### config.mk
export PLATFORM = sky130hd
export DESIGN_NAME = fetch_unit
export DESIGN_NICKNAME = d
export VERILOG_FILES = /design/src/rtl/cpu_pkg.sv /design/src/rtl/fetch_unit.sv
export SDC_FILE = /design/constraint.sdc
export NUM_CORES = 1
export LEC_CHECK = 0
export ABC_AREA = 1
export BUFFER_PORTS_ARGS = -buffer_cell sky130_fd_sc_hd__buf_2
export CORE_ASPECT_RATIO = 0.7
export CORE_MARGIN = 1.5
export CORE_UTILIZATION = 42
export DETAILED_ROUTE_END_ITERATION = 7
export GPL_ROUTABILITY_DRIVEN = 0
export PLACE_DENSITY = 0.81
export SYNTH_ARGS = -nofsm -noshare
export SYNTH_HDL_FRONTEND = slang
export SYNTH_SLANG_ARGS = --single-unit
export TNS_END_PERCENT = 50
### constraint.sdc
create_clock -name clk -period 1.17 [get_ports clk]
set_input_delay 0.0585 -clock clk [delete_from_list [all_inputs] [get_ports clk]]
set_output_delay 0.0585 -clock clk [all_outputs]
set_load 0.02 [all_outputs]
### src/rtl/cpu_pkg.sv
// rtl/cpu_pkg.sv - shared CPU constants, IR field layout and fetch FSM states
package cpu_pkg;

   localparam logic [3:0] OP_ADDI = 4'd8;
   localparam logic [3:0] OP_LI   = 4'd9;
   localparam logic [3:0] OP_ANDI = 4'd10;
   localparam logic [3:0] OP_JUMP = 4'd11;
   localparam logic [3:0] OP_BEZ  = 4'd12;
   localparam logic [3:0] OP_NOP  = 4'd15;

   localparam logic [1:0] PC_SRC_ALU_RESULT = 2'd0;
   localparam logic [1:0] PC_SRC_ALU_OUT    = 2'd1;
   localparam logic [1:0] PC_SRC_IMM        = 2'd2;
   localparam logic [1:0] PC_SRC_HOLD       = 2'd3;

   // Loaded into the IR when a fetch times out, so the control unit sees a harmless opcode.
   localparam logic [15:0] NOP_INSTR = {OP_NOP, 12'h000};

   localparam int OP_MSB  = 15;
   localparam int OP_LSB  = 12;
   localparam int RD_MSB  = 11;
   localparam int RD_LSB  = 8;
   localparam int RA_MSB  = 7;
   localparam int RA_LSB  = 4;
   localparam int RB_MSB  = 3;
   localparam int RB_LSB  = 0;
   localparam int IMM_MSB = 7;
   localparam int IMM_LSB = 0;

   typedef enum logic [1:0] {
      ST_IDLE = 2'd0,
      ST_REQ  = 2'd1,
      ST_DONE = 2'd2
   } fetch_state_t;

endpackage

### src/rtl/fetch_unit.sv
// rtl/fetch_unit.sv - PC/IR ownership, instruction fetch with wait states and timeout
module fetch_unit
   import cpu_pkg::*;
#(
   parameter int PC_W     = 8,
   parameter int INSTR_W  = 16,
   parameter int TIMEOUT  = 15,
   parameter int RESET_PC = 0
) (
   input  logic               clk,
   input  logic               rst,
   input  logic               ir_load,
   input  logic               pc_write,
   input  logic               pc_write_cond,
   input  logic               zero,
   input  logic [1:0]         pc_src,
   input  logic [PC_W-1:0]    alu_result,
   input  logic [PC_W-1:0]    alu_out,
   output logic               mem_req,
   output logic [PC_W-1:0]    mem_addr,
   input  logic [INSTR_W-1:0] mem_rdata,
   input  logic               mem_ack,
   output logic [PC_W-1:0]    pc,
   output logic [3:0]         op_code,
   output logic [3:0]         rd,
   output logic [3:0]         ra,
   output logic [3:0]         rb,
   output logic [7:0]         imm,
   output logic               stall,
   output logic               mem_err
);

   localparam int CNT_W = $clog2(TIMEOUT + 1);

   fetch_state_t        r_state;
   logic [CNT_W-1:0]    r_cnt;
   logic [INSTR_W-1:0]  r_ir;
   logic [PC_W-1:0]     r_pc;
   logic                r_mem_req;
   logic                r_mem_err;

   logic                w_pc_we;
   logic [PC_W-1:0]     w_pc_next;
   logic [PC_W-1:0]     w_imm_ext;

   always_ff @(posedge clk or posedge rst) begin
      if (rst) begin
         r_state   <= ST_IDLE;
         r_cnt     <= '0;
         r_ir      <= '0;
         r_mem_req <= 1'b0;
         r_mem_err <= 1'b0;
      end else begin
         case (r_state)
            ST_IDLE: begin
               r_cnt <= '0;
               if (ir_load) begin
                  r_state   <= ST_REQ;
                  r_mem_req <= 1'b1;
               end
            end
            ST_REQ: begin
               // An ack on the final allowed cycle beats the timeout.
               if (mem_ack) begin
                  r_ir      <= mem_rdata;
                  r_state   <= ST_DONE;
                  r_mem_req <= 1'b0;
               end else if (r_cnt == CNT_W'(TIMEOUT - 1)) begin
                  r_ir      <= INSTR_W'(NOP_INSTR);
                  r_mem_err <= 1'b1;
                  r_state   <= ST_DONE;
                  r_mem_req <= 1'b0;
               end else begin
                  r_cnt <= r_cnt + CNT_W'(1);
               end
            end
            ST_DONE: r_state <= ST_IDLE;
            default: begin
               r_state   <= ST_IDLE;
               r_mem_req <= 1'b0;
            end
         endcase
      end
   end

   // PC is frozen for the whole request so the memory address cannot move under it.
   assign w_pc_we   = (pc_write | (pc_write_cond & zero)) & (r_state != ST_REQ);
   assign w_imm_ext = PC_W'(r_ir[IMM_MSB:IMM_LSB]);

   always_comb begin
      w_pc_next = r_pc;
      case (pc_src)
         PC_SRC_ALU_RESULT: w_pc_next = alu_result;
         PC_SRC_ALU_OUT:    w_pc_next = alu_out;
         PC_SRC_IMM:        w_pc_next = w_imm_ext;
         PC_SRC_HOLD:       w_pc_next = r_pc;
         default:           w_pc_next = r_pc;
      endcase
   end

   always_ff @(posedge clk or posedge rst) begin
      if (rst) begin
         r_pc <= PC_W'(RESET_PC);
      end else if (w_pc_we) begin
         r_pc <= w_pc_next;
      end
   end

   assign mem_req  = r_mem_req;
   assign mem_addr = r_pc;
   assign pc       = r_pc;
   assign mem_err  = r_mem_err;
   assign stall    = ((r_state == ST_IDLE) & ir_load) | (r_state == ST_REQ);

   assign op_code = r_ir[OP_MSB:OP_LSB];
   assign rd      = r_ir[RD_MSB:RD_LSB];
   assign ra      = r_ir[RA_MSB:RA_LSB];
   assign rb      = r_ir[RB_MSB:RB_LSB];
   assign imm     = r_ir[IMM_MSB:IMM_LSB];

endmodule

==> impl_metrics.csv <==
group,metric,value,unit
power,p_leak,1.49,nW
final_layout,diodes,0,
min_path,hp-start,"mem_rdata[6]",
placed_design,dpl_cell_area,0.00221,sq mm
sta,clock_skew,0.00186,ns
sta,relSlewSlack,73.2,%
final_layout,fillers,363,
final_layout,nets,370,
sta,fmax,786,MHz
synthesis,ys_seq_area_share,45.1,%
setup_path,cp.required,1.34,ns
setup_path,cp.arrival,1.45,ns
final_layout,syn_to_final_growth,42.0,%
clocking,h-tree-depth,2,
synthesis,syn_inst,234,
setup_path,timing.rr.end,"r_ir[7]$_DFFE_PP0P_",
sta,finalMaxSlewViolations,0,
status,status,"complete, but fails checks",
global_routing,grt_pass1_wl,6.73,mm
min_path,hold_end,"r_ir[6]$_DFFE_PP0P_",
synthesis,synth_cell_type_count,23,
setup_path,crit_path_max_incr_delay,0.38,ns
clocking,clkTransAtPathRegs,0.06,ns
setup_path,path_cells,"inv_2, ha_4, nand3_4, nand2_4, nand2_8, clkbuf_16, nand2_2, nand2_1",
sta,min_period,1.27,ns
setup_path,cpLargestDelayFamily,"simple AND/OR/NAND/NOR gates",
sta,setup_ws,-0.102,ns
clocking,cts_tree,"built",
route,drcViolationCount,0,
setup_path,crit_type,"reg2reg",
min_path,hold_class,"in2reg",
placed_design,post-dp-hpwl,3.19,mm
setup_path,start_kind,"flip-flop",
setup_path,r2r_start,"r_cnt[0]$_DFFE_PP0P_",
sta,setup_viol,25,
job,cap_violations,0,
clocking,clock_latency,0.29,ns
setup_path,rrSetupSlack,-0.10,ns
min_path,hold_path_depth,3,
final_layout,fin_util,63.1,%
route,drt_iter0_markers,37,
final_layout,layout_commonest_cell,"nand2_1",
global_routing,grt_remaining_overflow,0,
route,drt-total-wl,4.57,mm
sta,fin_crit_sh,109,%
route,wl_per_cell,12.1,microns
floorplanning,ioPinCount,84,
synthesis,syn_avg_cell_area,7.58,sq um
synthesis,synthFlopType,"dfrtp_1",
clocking,clk_path_buf_depth,2,
final_layout,stdcell_count,377,
placed_design,port_buffers,83,
route,drt-vias-per-instance,4.63,
power,powerDensity,2230,mW/mm^2
synthesis,ys_ff_latch,32,
floorplanning,rows,19,
route,dr.pass1.iters,4,
route,ant_nets,0,
setup_path,endpoint_kind,"flip-flop",
synthesis,synth_enable_flop_cells,0,
setup_path,cp_slowest_cell,"dfrtp_1",
clocking,cts_buffers,5,
route,highest_layer,"met4",
global_routing,grt_pass1_vias,1541,
route,via_count,1744,
final_layout,final_cell_mix,"nand2_1 (103), buf_2 (83), dfrtp_1 (32), nand3_1 (14), buf_4 (14)",
synthesis,async_flop_share,100,%
floorplanning,die_w,80.7,microns
floorplanning,core_area,0.00399,sq mm
floorplanning,die-area,0.00463,sq mm
synthesis,syn-cell-area,0.00177,sq mm
sta,worst_hold_slack,0.00221,ns
route,wl_met1,2.03,mm
global_routing,antenna_found_initial,0,
setup_path,r2r_cells,8,
clocking,cts.sinks,32,
route,wl_met2,2.16,mm
final_layout,drive_gt1_share,43.4,%
placed_design,place_inst,358,
power,ir_worst_vdd,1100,uV
sta,worstMarginPinSlew,0.402,ns
clocking,clock-root-buffer,"clkbuf_8",
global_routing,track_usage,19.5,%
synthesis,syn_nets,280,
route,wl_met3,322,microns
sta,finalHoldViolations,0,
setup_path,worstPathMaxFanout,5,
floorplanning,die_h,57.4,microns
sta,rsz0062_at_grt,"yes",
final_layout,finalInstanceArea,0.00252,sq mm
global_routing,grt_max_degree,33,
floorplanning,start_util,44.4,%
setup_path,cp_num_buf_inv,2,
synthesis,yosys_warnings,0,
status,violations,"setup timing",
==> layout make-up <==
cell class                 count  area [sq um]  area share [%]
clock buffer                   8          90.1            3.58
inverter                      17          66.3            2.63
multi-input combinational    163           858            34.1
sequential                    32           801            31.8
tap                           52          65.1            2.58
timing repair buffer         105           638            25.3
==> synthesized netlist by cell type (2+ instances only) <==
cell type / instances / share of area [%]
nand3_1: 14 / 3.9
ha_1: 5 / 3.5
nand2_1: 115 / 24
nand2_2: 5 / 1.8
buf_6: 2 / 1.3
inv_1: 14 / 3.0
o21ai_2: 4 / 2.0
nand2_4: 2 / 1.3
nor2_1: 8 / 1.7
clkbuf_1: 3 / 0.63
buf_4: 16 / 6.8
inv_2: 3 / 0.63
dfrtp_1: 32 / 45
buf_2: 2 / 0.56
==> metrics by stage <==
stage | power (W) | setup WS [ns] | setup TNS, ns
after CTS | 0.00542 | -0.103 | -1.60
after global routing | 0.00599 | -0.153 | -3.20
after floorplan | 0.00377 | -0.0514 | -0.565
after detailed placement | 0.00445 | -0.128 | -1.84
after global placement | 0.00439 | -0.0601 | -0.964
final | 0.00561 | -0.102 | -1.64
==> registers in the layout, summed over array words and instances (netlist names) <==
register / cells
mem_addr: 8
mem_err: 1
mem_req: 1
r_state: 2
r_ir: 16
r_cnt: 4
==> tightest hold or removal path: cells and delay by family <==
family	cells	cell delay [ns]
buf+inv	1	0.07
simple gates	2	0.12
==> power by group <==
| group | total [W] | internal (W) | switching, W |
|---|---|---|---|
| registers | 0.00194 | 0.00153 | 0.000406 |
| clock network | 0.000868 | 0.000479 | 0.000389 |
| logic | 0.00280 | 0.00105 | 0.00175 |
==> cells by family after synthesis <==
family	Yosys count	synth area share, %
AOI/OAI and AO/OA	7	2.96
adders and majority gates	5	3.53
buffers and inverters	40	12.8
DFF	32	45.1
and+or+nand+nor	150	35.5
==> metal layers <==
metal	vias up	global-route usage, %
met5	-	0
met4	0	5.91
met3	8	6.40
met2	56	32.2
met1	799	24.5
li1	881	-
==> repair_timing <==
action / CTS / global route
endpoints found under the hold margin: 34 / 0
gates resized for setup: 8 / 20
pin swaps: 2 / 7
buffers inserted: 3 / 3
hold buffers: 3 / 0
cloned: 0 / 2
endpoints found under the setup margin: 22 / 30
==> worst max path at each step <==
stage                         startpoint                    to  slack, ns  cells past startpoint
floorplan           r_cnt[0]$_DFFE_PP0P_  r_ir[12]$_DFFE_PP0P_      -0.05                      8
global placement    r_cnt[0]$_DFFE_PP0P_  r_ir[12]$_DFFE_PP0P_      -0.06                      8
detailed placement  r_cnt[0]$_DFFE_PP0P_  r_ir[11]$_DFFE_PP0P_      -0.13                      8
CTS                 r_cnt[0]$_DFFE_PP0P_  r_ir[11]$_DFFE_PP0P_      -0.10                      8
global route        r_cnt[0]$_DFFE_PP0P_   r_ir[7]$_DFFE_PP0P_      -0.15                      8
finish              r_cnt[0]$_DFFE_PP0P_   r_ir[7]$_DFFE_PP0P_      -0.10                      8
Power figures use the tool's default switching activity.
